--- src/rtl/sar_adc_ctrl_8bit.sv ---
// SAR ADC controller: sample/hold, binary search against an external DAC
// and comparator, and a one-cycle valid strobe with the held result.
module sar_adc_ctrl_8bit #(
  parameter int WIDTH         = 8,
  parameter int SAMPLE_CYCLES = 4,
  parameter int SETTLE_CYCLES = 2
) (
  input  logic             clk,
  input  logic             rst_n,
  input  logic             en,
  input  logic             start,
  input  logic             cmp,
  output logic             sample,
  output logic             dac_ena,
  output logic [WIDTH-1:0] dac_code,
  output logic             busy,
  output logic [WIDTH-1:0] data,
  output logic             valid
);

  localparam int BW   = (WIDTH > 1) ? $clog2(WIDTH) : 1;
  localparam int CMAX = (SAMPLE_CYCLES > SETTLE_CYCLES) ?
                        SAMPLE_CYCLES : SETTLE_CYCLES;
  localparam int CW   = $clog2(CMAX + 1);

  localparam logic [CW-1:0]    SMP_LAST = CW'(SAMPLE_CYCLES - 1);
  localparam logic [CW-1:0]    STL_LAST = CW'(SETTLE_CYCLES - 1);
  localparam logic [BW-1:0]    TOP      = BW'(WIDTH - 1);
  localparam logic [WIDTH-1:0] MSB      = {1'b1, {(WIDTH-1){1'b0}}};

  typedef enum logic [1:0] {
    S_IDLE,
    S_SAMPLE,
    S_CONV,
    S_DONE
  } state_t;

  state_t           r_state, w_state;
  logic [CW-1:0]    r_cnt, w_cnt;
  logic [BW-1:0]    r_bit, w_bit;
  logic [BW-1:0]    w_bit_dn;
  logic [WIDTH-1:0] r_code, w_code;
  logic [WIDTH-1:0] r_data, w_data;
  logic             r_sample, w_sample;
  logic             r_ena, w_ena;
  logic             r_busy, w_busy;
  logic             r_valid, w_valid;

  assign w_bit_dn = r_bit - BW'(1);

  assign sample   = r_sample;
  assign dac_ena  = r_ena;
  assign dac_code = r_code;
  assign busy     = r_busy;
  assign data     = r_data;
  assign valid    = r_valid;

  // Register state, counters and all outputs.
  always_ff @(posedge clk or negedge rst_n) begin
    if (!rst_n) begin
      r_state  <= S_IDLE;
      r_cnt    <= '0;
      r_bit    <= '0;
      r_code   <= '0;
      r_data   <= '0;
      r_sample <= 1'b0;
      r_ena    <= 1'b0;
      r_busy   <= 1'b0;
      r_valid  <= 1'b0;
    end else begin
      r_state  <= w_state;
      r_cnt    <= w_cnt;
      r_bit    <= w_bit;
      r_code   <= w_code;
      r_data   <= w_data;
      r_sample <= w_sample;
      r_ena    <= w_ena;
      r_busy   <= w_busy;
      r_valid  <= w_valid;
    end
  end

  // Next state and next registered outputs.
  always_comb begin
    w_state  = r_state;
    w_cnt    = r_cnt;
    w_bit    = r_bit;
    w_code   = r_code;
    w_data   = r_data;
    w_sample = 1'b0;
    w_ena    = 1'b0;
    w_busy   = 1'b0;
    w_valid  = 1'b0;
    if (!en) begin
      w_state = S_IDLE;
      w_cnt   = '0;
      w_bit   = '0;
      w_code  = '0;
    end else begin
      unique case (r_state)
        S_IDLE: begin
          w_cnt  = '0;
          w_bit  = '0;
          w_code = '0;
          if (start) begin
            w_state  = S_SAMPLE;
            w_sample = 1'b1;
            w_ena    = 1'b1;
            w_busy   = 1'b1;
          end
        end
        S_SAMPLE: begin
          w_ena  = 1'b1;
          w_busy = 1'b1;
          if (r_cnt == SMP_LAST) begin
            w_state = S_CONV;
            w_cnt   = '0;
            w_bit   = TOP;
            w_code  = MSB;
          end else begin
            w_sample = 1'b1;
            w_cnt    = r_cnt + CW'(1);
          end
        end
        S_CONV: begin
          w_ena  = 1'b1;
          w_busy = 1'b1;
          if (r_cnt == STL_LAST) begin
            w_cnt         = '0;
            w_code[r_bit] = cmp;
            if (r_bit != '0) begin
              w_code[w_bit_dn] = 1'b1;
              w_bit            = w_bit_dn;
            end else begin
              w_state = S_DONE;
              w_data  = w_code;
              w_valid = 1'b1;
              w_busy  = 1'b0;
            end
          end else begin
            w_cnt = r_cnt + CW'(1);
          end
        end
        S_DONE: begin
          w_cnt  = '0;
          w_bit  = '0;
          w_code = '0;
          if (start) begin
            w_state  = S_SAMPLE;
            w_sample = 1'b1;
            w_ena    = 1'b1;
            w_busy   = 1'b1;
          end else begin
            w_state = S_IDLE;
          end
        end
        default: begin
          w_state = S_IDLE;
          w_code  = '0;
        end
      endcase
    end
  end

endmodule

--- config.mk ---
export PLATFORM = sky130hd
export DESIGN_NAME = sar_adc_ctrl_8bit
export DESIGN_NICKNAME = d
export VERILOG_FILES = /design/src/rtl/sar_adc_ctrl_8bit.sv
export SDC_FILE = /design/constraint.sdc
export NUM_CORES = 1
export LEC_CHECK = 0
export BUFFER_PORTS_ARGS = -buffer_cell sky130_fd_sc_hd__buf_2
export CAP_MARGIN = 20
export CORE_ASPECT_RATIO = 1.4
export CORE_MARGIN = 1
export CORE_UTILIZATION = 56
export DETAILED_ROUTE_END_ITERATION = 10
export GPL_TIMING_DRIVEN = 0
export PLACE_DENSITY = 0.79
export SETUP_SLACK_MARGIN = 0.4
export SKIP_LAST_GASP = 1
export SYNTH_ARGS = -nofsm -noshare
export SYNTH_HDL_FRONTEND = slang
export SYNTH_SLANG_ARGS = --single-unit
--- constraint.sdc ---
create_clock -name clk -period 2.2 [get_ports clk]
set_clock_uncertainty 0.05 [all_clocks]
set_input_delay 0.22 -clock clk [delete_from_list [all_inputs] [get_ports clk]]
set_output_delay 0.22 -clock clk [all_outputs]
set_load 0.02 [all_outputs]
==> metrics.md <==
| Metric | Value |
|---|---|
| Outcome | finished clean |
| Cell Area, Synth | ~1600 µm² |
| Fraction of final layout cells sized beyond drive strength 1 | 34.0% |
| Internal Power | between 1 and 1.5 mW |
| Final setup violation count | 0 |
| Die width | 47.5 µm |
| Clock Latency Late Sink | approximately 0.32 ns |
| Maxcap violations | 0 |
| Vias per cell | between 5 and 6 |
| Crit path max-delay cell type | dfrtp_1 |
| Worst setup path class | reg -> reg |
| Total wire length | between 3000 and 4000 µm |
| Synth warn | 0 |
| Final Hold Fails | 0 |
| Crit-path max cell delay | roughly 0.42 ns |
| Most frequent cells in the layout | 27 x dfrtp_1, 23 x buf_2, 19 x buf_4 |
| Remaining DRCs | 0 |
| Clock tree sinks | 28 |
| Starting Density | about three fifths |
| Area of the multi-input gates | 882 µm² |
| Root Buffer Master | clkbuf_4 |
| Largest net degree at the start of global routing | 29 |
| CTS tree | done |
| Slew headroom | between 50% and 60% |
| I/O Buffers | 23 |
| Clock period minus worst slack | about 1.8 ns |
| Reg clk slew, reported paths | roughly 0.14 ns |
| Mapped Cells | ~170 |
| Synth unique cells | 37 |
| Clock Tree Buf Depth | 2 |
| Power density over cell area | around 1100 nW/µm² |
| Antenna fix cells | 0 |
| Dpl hpwl | approximately 2600 µm |
| Avg Inst Size Synth | about 9.8 µm² |
| Leakage Power | approximately 0.99 nW |
| Switching Power | 993 µW |
| Startpoint Class | flop |
| Number of CTS-inserted buffers | 3 |
| Clock network power share | a little under a tenth |
| Slew @ Worst Pin | 0.609 ns |
| Drt pass-1 iters | 4 |
| RSZ-0062 raised after global routing | true |
| WL/cell | roughly 16 µm |
| Buf/Inv on CP | 0 |
| First-pass GRT wire length | 6060 µm |
| GRT Residual Overflow | 0 |
| Register area | roughly 700 µm² |
| Seq/Total Area, Yosys | a little over two fifths |
| Finished Layout Cells | roughly 250 |
| Crit-path cells | ha_1 > ha_2 > nor2b_4 > or3_4 > o22ai_1 > a221o_1 |
| Via count | around 1500 |
| Io pins | 25 |
| DRT iter0 DRCs | 51 |
| Fin nets | roughly 230 |
| Fin Hold WS | 0.138 ns |
| R2R Setup Slk | between 0.4 and 0.5 ns |
| Worst EP required | roughly 2.4 ns |
| Fin. max-slew vios | 0 |
| Depth of the CTS H-tree | 1 |
| Synth-to-layout area growth | 24.7% |
| Crit path arrival time | between 1.5 and 2 ns |
| Die area | between 3000 and 4000 µm² |
| Max Freq | approximately 0.56 GHz |
| GR Util All Layers | a little over a quarter |
| Class of the worst hold path | in -> reg |
| Number of global-route vias before repair | about 1400 |
| Sw frac | roughly 44% |
| Final Cycle Share | between 80% and 90% |
| Most common cell after layout, fill and taps aside | dfrtp_1 |
| Critical path endpoint category | flop |
| #FFs+latches synth | 28 |
| Largest delay share family, worst path | adder cells |
| # fillers | ~210 |
| Initial antenna violation count | 0 |
| Sequential share of power | 29.2% |
| Max FO, Critical Path | 4 |
| Core Footprint | 2700 µm² |
| Combinational power share | between 60% and 70% |
| Row cnt | 22 |
| Die H | around 66 µm |
| GPL Wtd Cong | slightly above 0.8 |
| Post-Syn Nets | between 150 and 200 |
| Post-placement cell count | about 220 |
| Peak VDD IR | 0.766 mV |
| Final ANT Viol Nets | 0 |
| Sum Neg Setup Slack | 0 ns |
-- power groups by stage --
stage	registers, mW	logic (mW)	clock network, mW
after CTS	0.660	1.13	0.215
after global placement	0.671	0.945	0
final	0.663	1.40	0.209
after detailed placement	0.679	0.977	0
after floorplan	0.721	0.691	0
after global routing	0.671	1.50	0.239
-- logic make-up (layout without fill, tap and decap cells) --
kind of cell | Yosys count | in the layout | synth area share, %
adder cells (fa/ha/maj) | 12 | 12 | 9.26
buffers and inverters | 20 | 64 | 6.17
flip-flops | 28 | 28 | 43.2
AO/OA/AOI/OAI | 48 | 48 | 18.8
AND/OR/NAND/NOR | 49 | 49 | 17.6
multiplexers | 8 | 8 | 4.94
-- final cells by class --
| type | count | area share (%) |
|---|---|---|
| inverters | 13 | 2.66 |
| flip-flops and latches | 28 | 34.7 |
| repair buffers | 41 | 12.5 |
| clock buffers | 3 | 1.11 |
| well taps | 36 | 2.23 |
| multi-input cells | 117 | 43.6 |
| plain buffers | 7 | 3.16 |
-- cells in the mapped netlist, drive strengths merged --
| cell | n | area (µm²) |
|---|---|---|
| a21oi | 10 | 53.8 |
| a221o | 2 | 20.0 |
| a22o | 8 | 70.1 |
| a22oi | 1 | 7.51 |
| a31oi | 1 | 6.26 |
| a32oi | 1 | 8.76 |
| a41oi | 1 | 8.76 |
| buf | 6 | 47.5 |
| clkbuf | 1 | 3.75 |
| dfrtp | 28 | 701 |
| ha | 12 | 150 |
| inv | 13 | 48.8 |
| mux2i | 8 | 80.1 |
| nand2 | 11 | 41.3 |
| nand2b | 4 | 32.5 |
| nand3 | 4 | 20.0 |
| nand3b | 3 | 22.5 |
| nor2 | 8 | 37.5 |
| nor2b | 4 | 27.5 |
| nor3 | 6 | 35.0 |
| nor3b | 5 | 37.5 |
| nor4 | 1 | 6.26 |
| o21ai | 21 | 109 |
| o22ai | 1 | 6.26 |
| o31ai | 2 | 15.0 |
| or2b | 1 | 7.51 |
| or3 | 2 | 17.5 |
-- tightest hold or removal path, cell delays in order --
cell,delay [ns]
buf_2,0.12
a21oi_1,0.06
nor2_1,0.08
-- flip-flops by register name, summed over array words and instances, names as in the netlist --
register and count:
data 8, valid 1, busy 1, r_bit 3, r_cnt 3, sample 1, dac_ena 1, dac_code 8
r_state 2
-- through the flow --
step           total power, mW  cell area, µm²  setup slack, ns  utilization, %
6_report                  2.27            2020            0.404            75.0
5_1_grt                   2.42            2020            0.341            75.0
4_1_cts                   2.00            1880            0.394            69.8
3_5_place_dp              1.66            1780            0.105            66.1
3_3_place_gp              1.62            1780            0.158            66.1
2_1_floorplan             1.41            1620            0.403               -
-- per-layer routing --
layer / wire [µm] / part of all wire (%) / global-route usage, % / vias to the layer above
li1: - / - / - / 677
met1: 1460 / 36 / 29.0 / 695
met2: 2250 / 56 / 48.1 / 66
met3: 149 / 3.7 / 3.02 / 16
met4: 133 / 3.3 / 13.6 / 0
met5: 0 / 0 / 0 / -
-- path summary, 6_finish.rpt --
kind	depth (start not counted)	to	startpoint
max	6	r_bit[2]$_DFFE_PN0P_	r_cnt[0]$_DFF_PN0_
min	3	sample$_DFF_PN0_	start
max reg2reg	6	r_bit[2]$_DFFE_PN0P_	r_cnt[0]$_DFF_PN0_
min reg2reg	1	r_cnt[0]$_DFF_PN0_	r_cnt[0]$_DFF_PN0_
max in group asynchronous	2	r_state[0]$_DFFE_PN0P_	rst_n
min in group asynchronous	2	valid$_DFF_PN0_	rst_n
-- what timing repair did --
item / CTS / global route
pin swaps: 0 / 2
resized for setup: 12 / 13
hold endpoints to repair: 28 / 0
endpoints found under the setup margin: 20 / 18
hold buffers: 1 / 0
buffers inserted: 4 / 13
No activity file was read; power rests on OpenSTA's default activity.
